<file path="config.mk">
export PLATFORM = sky130hd
export DESIGN_NAME = spi_module
export DESIGN_NICKNAME = d
export VERILOG_FILES = /design/src/rtl/spi_module_pkg.sv /design/src/rtl/spi_module_sync.sv /design/src/rtl/spi_module.sv
export SDC_FILE = /design/constraint.sdc
export NUM_CORES = 1
export LEC_CHECK = 0
export BUFFER_PORTS_ARGS = -buffer_cell sky130_fd_sc_hd__buf_2
export CAP_MARGIN = 20
export CORE_MARGIN = 4
export CORE_UTILIZATION = 60
export CTS_BUF_LIST = sky130_fd_sc_hd__clkbuf_2
export DETAILED_ROUTE_END_ITERATION = 7
export PLACE_DENSITY = 0.91
export SLEW_MARGIN = 15
export SYNTH_ARGS = -nofsm -noshare
export SYNTH_HDL_FRONTEND = slang
export SYNTH_SLANG_ARGS = --single-unit
</file>
<file path="constraint.sdc">
create_clock -name clk -period 19.15 [get_ports clk]
set_clock_uncertainty 0.1 [all_clocks]
set_input_delay 4.7875 -clock clk [delete_from_list [all_inputs] [get_ports clk]]
set_output_delay 4.7875 -clock clk [all_outputs]
set_load 0.05 [all_outputs]
</file>
<file path="src/rtl/spi_module_pkg.sv">
// rtl/spi_module_pkg.sv - shared command encodings and phase lengths for the SPI slave
package spi_module_pkg;

    localparam logic [1:0] SEL_REG0 = 2'b00;
    localparam logic [1:0] SEL_REG1 = 2'b01;
    localparam logic [1:0] SEL_MEM  = 2'b10;

    localparam int WR_BIT   = 6;
    localparam int CMD_BITS = 8;
    localparam int REG_BITS = 32;
    localparam int MEM_BITS = 16;

    typedef enum logic [2:0] {
        ST_IDLE,
        ST_CMD,
        ST_REG,
        ST_MEM,
        ST_SKIP
    } state_t;

endpackage

</file>
<file path="src/rtl/spi_module_sync.sv">
// rtl/spi_module_sync.sv - SPI pin synchronizer with sck edge and ncs fall detection
module spi_sync #(
    parameter int SYNC_STAGES = 2
) (
    input  logic clk,
    input  logic rst,
    input  logic sck_i,
    input  logic mosi_i,
    input  logic ncs_i,
    output logic sck_rise_o,
    output logic sck_fall_o,
    output logic ncs_fall_o,
    output logic mosi_o,
    output logic ncs_o
);

    logic [SYNC_STAGES-1:0] sck_q, mosi_q, ncs_q;
    logic                   sck_prev_q, ncs_prev_q;

    // ncs chain resets low so a select already held low never looks like a fresh fall
    always_ff @(posedge clk or posedge rst) begin
        if (rst) begin
            sck_q      <= '0;
            mosi_q     <= '0;
            ncs_q      <= '0;
            sck_prev_q <= 1'b0;
            ncs_prev_q <= 1'b0;
        end else begin
            sck_q      <= {sck_q[SYNC_STAGES-2:0], sck_i};
            mosi_q     <= {mosi_q[SYNC_STAGES-2:0], mosi_i};
            ncs_q      <= {ncs_q[SYNC_STAGES-2:0], ncs_i};
            sck_prev_q <= sck_q[SYNC_STAGES-1];
            ncs_prev_q <= ncs_q[SYNC_STAGES-1];
        end
    end

    assign sck_rise_o = sck_q[SYNC_STAGES-1] & ~sck_prev_q;
    assign sck_fall_o = ~sck_q[SYNC_STAGES-1] & sck_prev_q;
    assign ncs_fall_o = ~ncs_q[SYNC_STAGES-1] & ncs_prev_q;
    assign mosi_o     = mosi_q[SYNC_STAGES-1];
    assign ncs_o      = ncs_q[SYNC_STAGES-1];

endmodule

</file>
<file path="src/rtl/spi_module.sv">
// rtl/spi_module.sv - SPI mode-0 slave with command decode, two control registers and memory streaming
module spi_module
    import spi_module_pkg::*;
#(
    parameter int SYNC_STAGES = 2,
    parameter int MEM_AW      = 12,
    parameter int MEM_DW      = 16
) (
    input  logic              clk,
    input  logic              rst,
    input  logic              sck,
    input  logic              mosi,
    input  logic              ncs,
    output logic              miso,
    output logic [7:0]        q_c,
    output logic [31:0]       q_0,
    output logic [31:0]       q_1,
    input  logic [MEM_DW-1:0] mem_data,
    output logic [MEM_AW-1:0] mem_addr
);

    localparam logic [5:0] CMD_LAST   = 6'(CMD_BITS - 1);
    localparam logic [5:0] DATA_FIRST = 6'(CMD_BITS);
    localparam logic [5:0] REG_LAST   = 6'(CMD_BITS + REG_BITS - 1);
    localparam int         MCW        = $clog2(MEM_BITS);

    logic sck_rise, sck_fall, ncs_fall, mosi_s, ncs_s;

    spi_sync #(.SYNC_STAGES(SYNC_STAGES)) u_sync (
        .clk        (clk),
        .rst        (rst),
        .sck_i      (sck),
        .mosi_i     (mosi),
        .ncs_i      (ncs),
        .sck_rise_o (sck_rise),
        .sck_fall_o (sck_fall),
        .ncs_fall_o (ncs_fall),
        .mosi_o     (mosi_s),
        .ncs_o      (ncs_s)
    );

    state_t            state_q;
    logic [5:0]        bit_cnt_q;
    logic [6:0]        cmd_q;
    logic [30:0]       rx_q;
    logic [31:0]       out_q;
    logic [1:0]        sel_q;
    logic              wr_q;
    logic [MCW-1:0]    mem_cnt_q;
    logic [7:0]        q_c_q;
    logic [31:0]       q_0_q, q_1_q;
    logic [MEM_AW-1:0] mem_addr_q;
    logic              miso_q;

    logic [7:0]  cmd_d;
    logic [31:0] rx_d;

    assign cmd_d = {cmd_q, mosi_s};
    assign rx_d  = {rx_q, mosi_s};

    always_ff @(posedge clk or posedge rst) begin
        if (rst) begin
            state_q    <= ST_IDLE;
            bit_cnt_q  <= '0;
            cmd_q      <= '0;
            rx_q       <= '0;
            out_q      <= '0;
            sel_q      <= '0;
            wr_q       <= 1'b0;
            mem_cnt_q  <= '0;
            q_c_q      <= '0;
            q_0_q      <= '0;
            q_1_q      <= '0;
            mem_addr_q <= '0;
            miso_q     <= 1'b0;
        end else if (ncs_s) begin
            state_q   <= ST_IDLE;
            bit_cnt_q <= '0;
            out_q     <= '0;
            miso_q    <= 1'b0;
        end else begin
            miso_q <= (state_q == ST_IDLE) ? 1'b0 : out_q[31];
            case (state_q)
                ST_IDLE: begin
                    if (ncs_fall) begin
                        state_q   <= ST_CMD;
                        bit_cnt_q <= '0;
                        out_q     <= {q_c_q, 24'h0};
                    end
                end
                ST_CMD: begin
                    if (sck_rise) begin
                        cmd_q     <= cmd_d[6:0];
                        bit_cnt_q <= bit_cnt_q + 1'b1;
                        if (bit_cnt_q == CMD_LAST) begin
                            q_c_q     <= cmd_d;
                            sel_q     <= cmd_d[1:0];
                            wr_q      <= cmd_d[WR_BIT];
                            mem_cnt_q <= '0;
                            case (cmd_d[1:0])
                                SEL_REG0, SEL_REG1: state_q <= ST_REG;
                                SEL_MEM: begin
                                    state_q    <= ST_MEM;
                                    mem_addr_q <= '0;
                                end
                                default: state_q <= ST_SKIP;
                            endcase
                        end
                    end else if (sck_fall) begin
                        out_q <= out_q << 1;
                    end
                end
                ST_REG: begin
                    // counter parks one past the last data bit, blocking further writes
                    if (sck_rise && bit_cnt_q <= REG_LAST) begin
                        rx_q      <= rx_d[30:0];
                        bit_cnt_q <= bit_cnt_q + 1'b1;
                        if (bit_cnt_q == REG_LAST && wr_q) begin
                            if (sel_q == SEL_REG1) q_1_q <= rx_d;
                            else                   q_0_q <= rx_d;
                        end
                    end else if (sck_fall) begin
                        if (bit_cnt_q == DATA_FIRST)
                            out_q <= (sel_q == SEL_REG1) ? q_1_q : q_0_q;
                        else
                            out_q <= out_q << 1;
                    end
                end
                ST_MEM: begin
                    if (sck_fall) begin
                        mem_cnt_q <= mem_cnt_q + 1'b1;
                        if (mem_cnt_q == '0) begin
                            out_q      <= {mem_data, {(32-MEM_DW){1'b0}}};
                            mem_addr_q <= mem_addr_q + 1'b1;
                        end else begin
                            out_q <= out_q << 1;
                        end
                    end
                end
                ST_SKIP: out_q <= '0;
                default: state_q <= ST_IDLE;
            endcase
        end
    end

    assign miso     = miso_q;
    assign q_c      = q_c_q;
    assign q_0      = q_0_q;
    assign q_1      = q_1_q;
    assign mem_addr = mem_addr_q;

endmodule

</file>
==> results by group <==
Clock network
  • Clock root buffer: sky130_fd_sc_hd__clkbuf_2
  • Worst-Skew Late Latency: 750 ps
  • Clock sink count: 176
  • Deepest level of the CTS H-tree: 4
  • Clock slew at the register clock pins of the worst setup and hold paths: 220 ps
  • Cts bufs inserted: 17
  • Number of buffers added for setup after CTS: 0
  • TritonCTS clock tree: done
  • # hold bufs at CTS: 0
  • PostCTS Resize Cnt: 0
  • Buffers from clock root to sink, at most: 2

Synth
  • Async set or reset register ratio after synthesis: 100%
  • FF+latch count, synth: 176
  • Dominant cells by area after synthesis: sky130_fd_sc_hd__dfrtp_1 (53%), sky130_fd_sc_hd__mux2_2 (13%), sky130_fd_sc_hd__mux2_4 (5.4%)
  • Share of the yosys chip area belonging to registers: 53.1%
  • Primary FF master, synth: sky130_fd_sc_hd__dfrtp_1
  • Top-count cell post-synth: sky130_fd_sc_hd__dfrtp_1
  • Syn. warnings: 0
  • Count of cell types in the netlist: 64
  • Post-synthesis instance total: 631
  • Count of flip-flops with a built-in enable after synthesis: 0
  • Top-area cell type share of the netlist area: 53.1%
  • Post-Synthesis Net Count: 657
  • Cell area after technology mapping: 8290 sq um
  • Post-synth top area cell: sky130_fd_sc_hd__dfrtp_1
  • Average cell area after synthesis: 13.1 sq um
  • Commonest cells post-synth: sky130_fd_sc_hd__dfrtp_1 (176), sky130_fd_sc_hd__mux2_2 (98), sky130_fd_sc_hd__mux2_4 (30)

Floorplan
  • Number of top-level pins: 106
  • Horizontal die dimension: 126 um
  • Standard cell core area: 13400 sq um
  • Die height: 126 um
  • Number of cell rows: 42
  • Die Area: 15800 sq um
  • Initial standard-cell utilization of the core: 61.9%

Worst setup path
  • Largest delay contributor family on the critical path: flip-flops
  • Worst EP required: 14260 ps
  • Startpoint class of the critical path: flip-flop
  • Critical Setup Path Class: reg2out
  • Critical R2R Launch: bit_cnt_q[0]$_DFFE_PP0P_
  • Worst Reg-to-Reg Cells: 6
  • Library cell contributing the largest single delay on the critical path: sky130_fd_sc_hd__dfrtp_1
  • Stages on the worst setup path: 1
  • Longest individual stage delay on the worst path: 510 ps
  • Sequence of cells on the critical path: buf_2
  • Critical R2R Capture: out_q[3]$_DFFE_PP0P_
  • Crit path buf inv count: 1
  • Sort of element at the end of the critical path: primary output
  • Critical Path Fanout Max: 7
  • CP arrival: 1550 ps
  • Flop2flop setup slack: 15900 ps

Global route
  • Number of global-route vias before repair: 5946
  • Global-route wire length before repair: 30500 um
  • Antenna violations before repair: 1
  • Overflow left after global routing: 0
  • Total global-route track usage: 23.9%
  • Maximum number of pins on one net before global-route repair: 92

Route
  • Post-detailed-route via-to-cell ratio: 6.30
  • Routed len/inst: 20.2 um
  • DRT Wirelength: 18400 um
  • Remaining antenna violation count: 0
  • DRC violations left: 0
  • Via total after detailed routing: 5746
  • Initial detailed-routing violation count: 533
  • Pre-Repair DR Iteration Count: 6

Min path
  • Worst hold path stage count: 0
  • Kind of path behind the tightest hold check: reg2reg
  • Hold path start: u_sync.ncs_q[0]$_DFF_PP0_
  • Hold Path End: u_sync.ncs_q[1]$_DFF_PP0_

Pwr
  • Part of the total power dissipated in sequential elements: 64.1%
  • Worst ir drop on vdd: 0.0777 mV
  • Total power divided by cell area: 65.8 nW/um^2
  • Leakage: 4.65 nW
  • Internal power: 0.000448 W
  • Clk network pwr share: 29.8%
  • Reported net switching power: 0.000153 W
  • Proportion of total power due to net switching: 25.4%
  • Relative contribution of combinational cells to total power: 6.2%

Timing
  • Setup repair after global routing missed its margin: no
  • Final period utilization: 33.6%
  • Number of endpoints failing setup at the final stage: 0
  • Count of endpoints failing hold in the final timing report: 0
  • Total negative slack: 0 ps
  • Max-slew headroom: 36.6%
  • Worst hold slack across all endpoints: 263 ps
  • Final slew viol count: 0
  • Final worst path period need: 6430 ps
  • Final worst slack: 12720 ps
  • Maximum clock rate: 155 MHz
  • Actual transition at the worst max-transition pin: 951 ps

Layout
  • Utilization after layout: 68.1%
  • Fraction of final layout cells with drive strength greater than 1: 38.5%
  • Final std cells w/o fill: 912
  • Layout overhead on the synthesized area: 10.1%
  • Fillers: 970
  • Final layout net count: 749

Placed design
  • Total instance count after detailed placement: 879
  • Setup slack at placement: 12410 ps
  • Final weighted congestion in routability-driven placement: 0.863
  • Estimated wirelength of the detail-placed design: 12200 um
  • Port-buffer cells: 105

Flow run
  • Max cap viols: 0

Status
  • Run status: completed
## power by group through the flow
stage                     sequential [W]  clock [W]  combinational, W
after detailed placement        0.000391          0         0.0000364
after CTS                       0.000384   0.000182         0.0000366
after global routing            0.000386   0.000200         0.0000416
after floorplan                 0.000389          0         0.0000271
final                           0.000385   0.000179         0.0000370
after global placement          0.000390          0         0.0000342
## layer usage
layer | vias up | GRT usage [%] | share of wire [%]
met5 | - | 0 | 0
met2 | 223 | 38.5 | 50
li1 | 2584 | - | -
met4 | 0 | 6.82 | 1.0
met3 | 22 | 6.78 | 7.1
met1 | 2917 | 32.0 | 42
## metrics by stage
stage               instance area [sq um]  total power [W]
floorplan                            8290         0.000416
global placement                     8890         0.000424
detailed placement                   8890         0.000427
CTS                                  9100         0.000603
global route                         9130         0.000627
finish                               9130         0.000600
## area by class of cell
| type | instances | area, sq um | share of cell area [%] |
|---|---|---|---|
| Antenna cell | 1 | 2.50 | 0.0274 |
| Clock buffer | 17 | 85.1 | 0.932 |
| Clock inverter | 14 | 125 | 1.37 |
| Inverter | 13 | 53.8 | 0.589 |
| Multi-Input combinational cell | 402 | 3630 | 39.8 |
| Sequential cell | 176 | 4400 | 48.2 |
| Tap cell | 176 | 220 | 2.41 |
| Timing Repair Buffer | 113 | 606 | 6.63 |
## registers in the layout (all words and copies together), names as in the netlist, 2 cells and up
register       cells
state_q            3
q_1               32
cmd_q              7
q_0               32
mem_cnt_q          4
q_c                7
u_sync.mosi_q      2
rx_q              31
u_sync.ncs_q       2
out_q             32
u_sync.sck_q       2
bit_cnt_q          6
mem_addr          12
## kinds of logic after synthesis
family	share of synthesized area (%)
mux	21.4
flops	53.1
buf+inv	3.11
simple gates	9.67
compound gates	11.9
xor+xnor	0.106
fa+ha+maj	0.754
## cell usage in the layout (no fill, tap or decap), drive strengths merged, types with 7 or more instances in the layout
cell       n
nor3b     22
nor4       7
o21ai     12
nor4bb     9
dfrtp    176
inv       13
a2111oi    8
nand2     20
o2bb2ai    9
clkinv     9
o311ai     8
clkbuf    17
o21bai    16
mux2     141
nand3     10
buf      113
a221oi    16
a221o     15
nor2      27
## how the worst max path moves through the flow
stage                            start                        to  slack, ps
2_1_floorplan                      rst  bit_cnt_q[0]$_DFFE_PP0P_       9490
3_3_place_gp                       rst     out_q[20]$_DFFE_PP0P_      12510
3_5_place_dp                       rst     out_q[20]$_DFFE_PP0P_      12410
4_1_cts           sel_q[0]$_DFFE_PP0P_                    q_c[0]      12680
5_1_grt           sel_q[0]$_DFFE_PP0P_                    q_c[0]      12620
6_report       mem_addr[6]$_DFFE_PP0P_               mem_addr[6]      12720
Power figures use the tool's default switching activity.
